--- config.mk ---
export PLATFORM = sky130hd
export DESIGN_NAME = fc_dec_ctrl
export DESIGN_NICKNAME = d
export VERILOG_FILES = /design/src/rtl/fc_dec_pkg.sv /design/src/rtl/fc_dec_loader.sv /design/src/rtl/fc_dec_ctrl.sv
export SDC_FILE = /design/constraint.sdc
export NUM_CORES = 2
export LEC_CHECK = 0
export CAP_MARGIN = 0
export CORE_AREA = 2 2 641 643
export CTS_CLUSTER_DIAMETER = 40
export DETAILED_ROUTE_END_ITERATION = 8
export DIE_AREA = 0 0 643 645
export PLACE_DENSITY = 0.4
export SYNTH_ARGS = -nofsm -noshare
export SYNTH_HDL_FRONTEND = slang
export SYNTH_SLANG_ARGS = --single-unit
--- constraint.sdc ---
create_clock -name clk -period 8.33 [get_ports clk]
set_input_delay 2.499 -clock clk [delete_from_list [all_inputs] [get_ports clk]]
set_output_delay 2.499 -clock clk [all_outputs]
set_load 0.01 [all_outputs]
--- src/rtl/fc_dec_pkg.sv ---
// Shared types and constants for the decoder-side FC BRAM controller.
// Lane positions match the packed formats used by the encoder controller.
package fc_dec_pkg;

  typedef enum logic [2:0] {
    ST_IDLE  = 3'd0,
    ST_LOAD  = 3'd1,
    ST_WAIT  = 3'd2,
    ST_STORE = 3'd3,
    ST_DONE  = 3'd4
  } state_t;

  localparam int DEF_DIM_INPUT  = 8;
  localparam int DEF_DIM_OUTPUT = 96;
  localparam int LOAD_WORDS     = DEF_DIM_INPUT / 2;
  localparam int STORE_WORDS    = DEF_DIM_OUTPUT / 2;

  // Latent word {8'h00, b, 8'h00, a}; result word {even, odd}.
  localparam int LAT_A_LSB    = 0;
  localparam int LAT_B_LSB    = 16;
  localparam int RES_EVEN_LSB = 16;
  localparam int RES_ODD_LSB  = 0;

  function automatic int cnt_width(input int n);
    return (n > 1) ? $clog2(n) : 1;
  endfunction

  function automatic logic [31:0] pack_pair(input logic [15:0] even, input logic [15:0] odd);
    logic [31:0] w;
    w = '0;
    w[RES_EVEN_LSB +: 16] = even;
    w[RES_ODD_LSB +: 16]  = odd;
    return w;
  endfunction

endpackage

--- src/rtl/fc_dec_loader.sv ---
// Latent read path: load counter, read address generation and the serial
// latent stream towards the decoder engine.
module fc_dec_loader
  import fc_dec_pkg::*;
#(
  parameter int DIM_INPUT = DEF_DIM_INPUT,
  parameter int INPUT_W   = 8,
  parameter int ADDR_SW   = 12,
  parameter int SW        = 4,
  parameter logic [ADDR_SW-1:0] LOAD_BASE = 'hD00
) (
  input  logic               clk,
  input  logic               rst,
  input  logic               active,
  input  logic [SW-1:0]      sample,
  input  logic [31:0]        dec_dout,
  output logic [ADDR_SW-1:0] rd_addr,
  output logic               rd_last,
  output logic               dec_in_vld,
  output logic [INPUT_W-1:0] dec_in_dat
);

  localparam int LCW     = cnt_width(DIM_INPUT);
  localparam int N_WORDS = DIM_INPUT / 2;

  logic [LCW-1:0] lc_reg;
  logic           lane_reg;
  logic           vld_reg;
  logic           unused_dout;

  assign rd_last = (lc_reg == LCW'(DIM_INPUT - 1));
  assign rd_addr = LOAD_BASE + ADDR_SW'(sample) * ADDR_SW'(N_WORDS) + ADDR_SW'(lc_reg >> 1);

  always_ff @(posedge clk) begin
    if (rst) begin
      lc_reg   <= '0;
      lane_reg <= 1'b0;
      vld_reg  <= 1'b0;
    end else begin
      vld_reg  <= active;
      lane_reg <= lc_reg[0];
      if (active && !rd_last)
        lc_reg <= lc_reg + 1'b1;
      else
        lc_reg <= '0;
    end
  end

  // BRAM data arrives one cycle after the read, so the lane select is the delayed lc.
  assign dec_in_vld = vld_reg;
  assign dec_in_dat = !vld_reg ? '0 :
                      lane_reg ? dec_dout[LAT_B_LSB +: INPUT_W] : dec_dout[LAT_A_LSB +: INPUT_W];

  assign unused_dout = ^dec_dout;

endmodule

--- src/rtl/fc_dec_ctrl.sv ---
// Decoder FC BRAM controller: streams latent codes into the engine and writes
// the reconstructed halfwords back two per word, BATCH_NUM samples per start.
module fc_dec_ctrl
  import fc_dec_pkg::*;
#(
  parameter int DIM_INPUT  = DEF_DIM_INPUT,
  parameter int DIM_OUTPUT = DEF_DIM_OUTPUT,
  parameter int INPUT_W    = 8,
  parameter int OUTPUT_W   = 16,
  parameter int ADDR_SW    = 12,
  parameter int BATCH_NUM  = 10,
  parameter logic [ADDR_SW-1:0] LOAD_BASE  = 'hD00,
  parameter logic [ADDR_SW-1:0] STORE_BASE = 'h000
) (
  input  logic                           clk,
  input  logic                           rst,
  input  logic                           start,
  output logic                           busy,
  output logic                           done,
  output logic                           dec_in_vld,
  output logic [INPUT_W-1:0]             dec_in_dat,
  input  logic                           dec_out_vld,
  input  logic [OUTPUT_W*DIM_OUTPUT-1:0] dec_out_dat,
  output logic [ADDR_SW-1:0]             dec_addr,
  output logic                           dec_en,
  output logic                           dec_we,
  output logic [31:0]                    dec_din,
  input  logic [31:0]                    dec_dout
);

  localparam int SW      = cnt_width(BATCH_NUM);
  localparam int N_STORE = DIM_OUTPUT / 2;
  localparam int JW      = cnt_width(N_STORE);

  state_t                         state_reg;
  logic [SW-1:0]                  s_reg;
  logic [JW-1:0]                  j_reg;
  logic [OUTPUT_W*DIM_OUTPUT-1:0] res_reg;
  logic                           busy_reg;
  logic                           done_reg;

  logic                   load_active;
  logic                   store_active;
  logic                   rd_last;
  logic                   st_last;
  logic                   s_last;
  logic [ADDR_SW-1:0]     rd_addr;
  logic [ADDR_SW-1:0]     st_addr;
  logic [N_STORE-1:0][31:0] pair_words;

  assign load_active  = (state_reg == ST_LOAD);
  assign store_active = (state_reg == ST_STORE);
  assign st_last      = (j_reg == JW'(N_STORE - 1));
  assign s_last       = (s_reg == SW'(BATCH_NUM - 1));
  assign st_addr      = STORE_BASE + ADDR_SW'(s_reg) * ADDR_SW'(N_STORE) + ADDR_SW'(j_reg);

  fc_dec_loader #(
    .DIM_INPUT (DIM_INPUT),
    .INPUT_W   (INPUT_W),
    .ADDR_SW   (ADDR_SW),
    .SW        (SW),
    .LOAD_BASE (LOAD_BASE)
  ) u_loader (
    .clk        (clk),
    .rst        (rst),
    .active     (load_active),
    .sample     (s_reg),
    .dec_dout   (dec_dout),
    .rd_addr    (rd_addr),
    .rd_last    (rd_last),
    .dec_in_vld (dec_in_vld),
    .dec_in_dat (dec_in_dat)
  );

  for (genvar gi = 0; gi < N_STORE; gi++) begin : g_pack
    assign pair_words[gi] = pack_pair(16'(res_reg[(2*gi)*OUTPUT_W +: OUTPUT_W]),
                                      16'(res_reg[(2*gi+1)*OUTPUT_W +: OUTPUT_W]));
  end

  always_ff @(posedge clk) begin
    if (rst) begin
      state_reg <= ST_IDLE;
      s_reg     <= '0;
      j_reg     <= '0;
      res_reg   <= '0;
      busy_reg  <= 1'b0;
      done_reg  <= 1'b0;
    end else begin
      done_reg <= 1'b0;
      case (state_reg)
        ST_IDLE: begin
          if (start) begin
            state_reg <= ST_LOAD;
            s_reg     <= '0;
            busy_reg  <= 1'b1;
          end
        end
        ST_LOAD: begin
          if (rd_last)
            state_reg <= ST_WAIT;
        end
        ST_WAIT: begin
          if (dec_out_vld) begin
            res_reg   <= dec_out_dat;
            j_reg     <= '0;
            state_reg <= ST_STORE;
          end
        end
        ST_STORE: begin
          if (st_last) begin
            j_reg <= '0;
            if (s_last) begin
              state_reg <= ST_DONE;
              busy_reg  <= 1'b0;
              done_reg  <= 1'b1;
            end else begin
              s_reg     <= s_reg + 1'b1;
              state_reg <= ST_LOAD;
            end
          end else begin
            j_reg <= j_reg + 1'b1;
          end
        end
        ST_DONE: state_reg <= ST_IDLE;
        default: state_reg <= ST_IDLE;
      endcase
    end
  end

  assign busy     = busy_reg;
  assign done     = done_reg;
  assign dec_en   = load_active | store_active;
  assign dec_we   = store_active;
  assign dec_addr = load_active ? rd_addr : (store_active ? st_addr : '0);
  assign dec_din  = store_active ? pair_words[j_reg] : '0;

endmodule

# ---- After elaboration in Yosys (flattened, before gate mapping)
# Cells that the tools add are included.
# Widths: inputs -> output; s select.
dict set report totals {
  latchBits 0
  output_inout_bits 57
  ram_bits 0
  inputBits 1572
  mem_count 0
  wordCells 70
  romBits 0
  regBits 1556
}
dict set report classes {
  magnitude_cmp 1
  n_mul 1
  add_sub_neg 6
  bitwise_logic 4
  div 0
  muxes 25
  reduce_logical 12
  eq_ne 12
  n_shift 0
}
# operator count
set op_table {}
lappend op_table {{$bmux 32 s6} 1}
lappend op_table {{$mux 32} 2}
lappend op_table {{$mux 8} 2}
lappend op_table {{$mux 3} 5}
lappend op_table {{$add 11x7->12 const A} 1}
lappend op_table {{$add 12x2->12} 1}
lappend op_table {{$mux 12} 1}
lappend op_table {{$mux 4} 3}
lappend op_table {{$mux 6} 2}
lappend op_table {{$pmux 3 s4} 1}
lappend op_table {{$pmux 6 s2} 1}
lappend op_table {{$reduce_and 4->1} 3}
lappend op_table {{$add 10x6->11} 1}
lappend op_table {{$mux 11} 1}
lappend op_table {{$pmux 4 s2} 1}
lappend op_table {{$lt 6x7->1 const B} 1}
lappend op_table {{$add 6x1->6 const B} 1}
lappend op_table {{$eq 3x2->1 const B} 2}
lappend op_table {{$eq 6x6->1 const B} 1}
lappend op_table {{$mul 4x2->6 const B} 1}
lappend op_table {{$ne 2x1->1 const B} 3}
lappend op_table {{$ne 2x2->1 const B} 3}
lappend op_table {{$add 4x1->4 const B} 1}
lappend op_table {{$eq 4x4->1 const B} 1}
lappend op_table {{other kinds (14)} 21}

# ---- Depth between registers and ports, before layout
dict set report depth {
  depth_word 5
  ltp_mapped 10
  ltp_nobuf 9
}

# ---- By module
# Synthesis repeated with hierarchy kept, for this count alone.
dict set report unflattened {
  hier_cells 7938
  hier_area_um2 66107.2
}
# mod seq_area_each_um2 area_each_um2 cells_per_inst instances
set by_module_without_submodules {}
lappend by_module_without_submodules {fc_dec_ctrl 31049.8 65696.8 7894 1}
lappend by_module_without_submodules {fc_dec_loader 100.1 410.4 44 1}

# ---- Worst setup path after synthesis
# Ideal clock, no wire load.
dict set report synth_path {
  path_type {input port to output port}
  startpoint {in dec_dout[16]}
  endpoint {out dec_in_dat[0]}
  path_buffers 0
  required_time_ns 5.831
  t_arrival_ns 2.752
  slack_ns 3.079
  cell_stages 2
  path_cell_list {mux2i_1 nor2b_1}
}
dict set report synth_between {
  elab_chain_len 2
}
# item line
set synth_lines {}
lappend synth_lines {{start: declaration} fc_dec_ctrl.sv:28} ;# input logic [31:0] dec_dout
lappend synth_lines {{$mux 8} fc_dec_loader.sv:52} ;# lane_reg ? dec_dout[LAT_B_LSB +: INPUT_W] : dec_dout[LAT_A_LSB +: INPUT_W];
lappend synth_lines {{$mux 8} fc_dec_loader.sv:51} ;# assign dec_in_dat = !vld_reg ? '0 :
lappend synth_lines {{end: declaration} fc_dec_ctrl.sv:21} ;# output logic [INPUT_W-1:0] dec_in_dat,
# Every way passes these cells.

# ---- Worst setup path in the final report
dict set report layout_path {
  startpoint {reg j_reg[2]}
  endpoint {out dec_din[13]}
}
dict set report layout_between {
  elab_chain_len 3
}
# item line
set layout_lines {}
lappend layout_lines {{start: declaration} fc_dec_ctrl.sv:37} ;# logic [JW-1:0] j_reg;
lappend layout_lines {{start signal: assignment} fc_dec_ctrl.sv:121} ;# j_reg <= j_reg + 1'b1;
lappend layout_lines {{$bmux 32 s6} fc_dec_ctrl.sv:135} ;# assign dec_din = store_active ? pair_words[j_reg] : '0;
lappend layout_lines {{$mux 32 (not written as such)} fc_dec_ctrl.sv:135}
lappend layout_lines {{$mux 32} fc_dec_ctrl.sv:135}
lappend layout_lines {{end: declaration} fc_dec_ctrl.sv:27} ;# output logic [31:0] dec_din,
# Every way passes these cells. The select of a mux whose other input is x is not followed.

==> metrics.txt <==
run status complete, no violations; Place WS 1586 ps; PostCTS Resize Cnt 0; Worst Skew 57.14 ps; vias per cell 4.224; Max clock buf depth 4; maximum VDD drop 0.1365 mV; CTS H-tree lvls 5; drt drc 0; Final Hold Fails 0; synth warn 0; Post-Syn Area per Cell 8.314 sq um; reg2reg start j_reg[1]; post-route minimum period 7500 ps; final critical-path share of the clock period 0.9004; sequential share of power 0.328; Post-Synthesis Cells 7926; nets@finish 10944; Pleak 0.03226 uW; vias in the first global route 63106; CP Launch Type flip-flop; Max Cap Viol 0; Die Area 0.4147 sq mm; Crit Reg-Reg Endpoint s_reg[1]; Synth Net Count 9512; Post-Syn Area 0.06590 sq mm; Vias 64151; Die W 643 um; IO Count 1629; core area 0.4081 sq mm; Worst Hold Path EP u_loader.lc_reg[0]; dominant synthesized flop cell dfxtp_1; cell-by-cell listing of the critical path nand2b_4, buf_4, o22ai_1, a221oi_1, o2111ai_1, nand2_1, clkdlybuf4s50_1; top cell type's share of synthesized area 0.4727; I/O Buffers 1612; drt first-iter violations 4251; largest net degree at the start of global routing 213; gr usage total 0.2005; post-synthesis async set-or-reset flop share 0; required time worst endpoint 5830 ps; slowest CP cell a221oi_1; initial antenna violation count 335; Worst R2R Path Depth 8; Worst R2R Setup Slack 4760 ps; CTS tree yes; die extent in y 645 um; Max FO, Critical Path 31; grt met2 use 0.3610; clock buffer count from CTS 337; fmax 133.3 MHz; Yosys top cell by area dfxtp_1; Internal 17650 uW; kind of end point of the critical path output port; Final setup viols 0; Slew headroom 0.2367; Pre-antenna DRT Iters 6; worst setup margin 829.6 ps; Least-Margin Pin Slew 1145 ps; CTS clk-pin slew, worst paths 50 ps; Sw Share 0.2246; FF+latch count, synth 1556; P_sw 5112 uW; combinational power share 0.043; commonest cells after routing, fill and taps aside nand2_1, clkdlybuf4s50_1, dfxtp_1, a21oi_1, clkbuf_16; clock latency on the worst-skew pair 920 ps; post-synthesis sequential area ratio 0.4727; Hold WC Path Type reg -> reg; HP Start u_loader.lc_reg[0]; synth-to-layout area growth 51.87%; Power Density 227.4 mW/mm^2; antenna violation net count after detailed routing 0; number of synthesized flops with an enable pin 0; Pins Over Slew Limit 0; share of total power in the clock network 0.629; crit path DAT 5000 ps; initial core utilization 0.1615; hold buffers post-CTS 0; DP Wirelength 342500 um; RSZ-0062 raised after global routing false; GR Util met3 0.04543; first-pass GRT wire length 567300 um; Hold Path Stages 1; crit path kind reg -> out; setup total negative slack 0 ps; number of flip-flops in the largest register 1536; share of cells above drive strength 1 0.1227; FP Rows 235; GPL Wtd Cong 0.8485; crit-path max cell delay 900 ps; most used routing layer met2; GRT overflow 0; synth top area cells dfxtp_1, nand2_1, a21oi_1, mux4_2, clkbuf_1; commonest non-fill, non-tap cell in the layout nand2_1; Yosys cell types 52; met1 GRT Util 0.2273; DR WL/cell 28.57 um; final design utilization 0.2452; setup bufs post-CTS 0; Num Clock Sinks 1556; final wirelength 433900 um; Root Driver clkbuf_16
metal layers:
metal	part of all wire	routed length [um]
met1	0.38	166400
met2	0.51	220600
met3	0.062	26840
met4	0.045	19370
met5	0.0017	740
worst max path at each step:
stage          slack (ps)    startpoint             to
6_report              830      j_reg[2]    dec_din[13]
5_1_grt               740      j_reg[0]     dec_din[7]
4_1_cts               570      j_reg[0]    dec_din[15]
3_5_place_dp         1590      j_reg[0]    dec_din[15]
3_3_place_gp         1610      j_reg[0]    dec_din[15]
2_1_floorplan        3080  dec_dout[16]  dec_in_dat[0]
logic make-up (layout without fill, tap and decap cells):
kind of cell | Yosys count | in the layout | share of synthesized area
AOI/OAI and AO/OA | 1746 | 1746 | 0.1390
xor gates and xnor gates | 5 | 5 | 0.0006646
adders and majority gates | 14 | 14 | 0.002886
buffers and inverters | 681 | 2388 | 0.04310
DFF | 1556 | 1556 | 0.4727
muxes | 531 | 531 | 0.1461
other | 0 | 102 | 0
and+or+nand+nor | 3393 | 3393 | 0.1955
cell usage after synthesis, types with 2 or more instances:
master     count
a21oi_1     1550
buf_2        179
nor2_1       119
nand2b_1       4
o2111ai_1     17
nor3_1         6
o221ai_1      32
dfxtp_1     1556
buf_6          3
xnor2_1        2
o22ai_1       64
o21ai_1       15
a221oi_1      32
and3_1         3
o21ai_0       22
buf_1         31
or4_1          2
a211oi_1       3
mux2_2        98
mux2i_1       98
buf_4         10
nand3_1       19
ha_1          12
nand2_1     3213
nor2b_1       12
inv_1          8
or2_2          2
clkbuf_1     448
xor2_1         3
fa_1           2
mux4_2       335
a21o_1         2
and2_1         3
a311oi_1       3
through the flow:
| stage | hold WS, ps | instance area [sq um] | cells | power, uW |
|---|---|---|---|---|
| final | 435.2 | 100100 | 15186 | 22760 |
| after floorplan | 410.3 | 65900 | 7926 | 7730 |
| after global routing | 461.9 | 99970 | 15140 | 23410 |
| after CTS | 436.6 | 99830 | 15084 | 23050 |
| after global placement | 434.5 | 87790 | 14470 | 8587 |
| after detailed placement | 428.4 | 87790 | 14470 | 8582 |
worst max-delay path: cells and delay by family, from the launching register on:
| kind | cells | cell delay [ps] |
|---|---|---|
| AO/OA/AOI/OAI | 3 | 1380 |
| buffers and inverters | 2 | 1000 |
| flip-flops | 1 | 870 |
| AND/OR/NAND/NOR | 2 | 810 |
layout make-up:
class / count / area [sq um]
diodes: 102 / 255.2
clock buffers: 430 / 9296
clock inverters: 184 / 2745
fillers: 45050 / 308000
inverters: 10 / 47.55
multi-input cells: 5689 / 32000
flip-flops and latches: 1556 / 31160
well taps: 5451 / 6820
repair buffers: 1764 / 17760
power by group through the flow:
stage | Sequential (uW) | Combinational (uW) | Clock, uW
global route | 7460 | 1020 | 14900
global placement | 7610 | 976 | 0
CTS | 7470 | 980 | 14600
finish | 7470 | 972 | 14300
detailed placement | 7610 | 971 | 0
floorplan | 7610 | 122 | 0
Note: power is estimated with default switching activity, not from simulation.
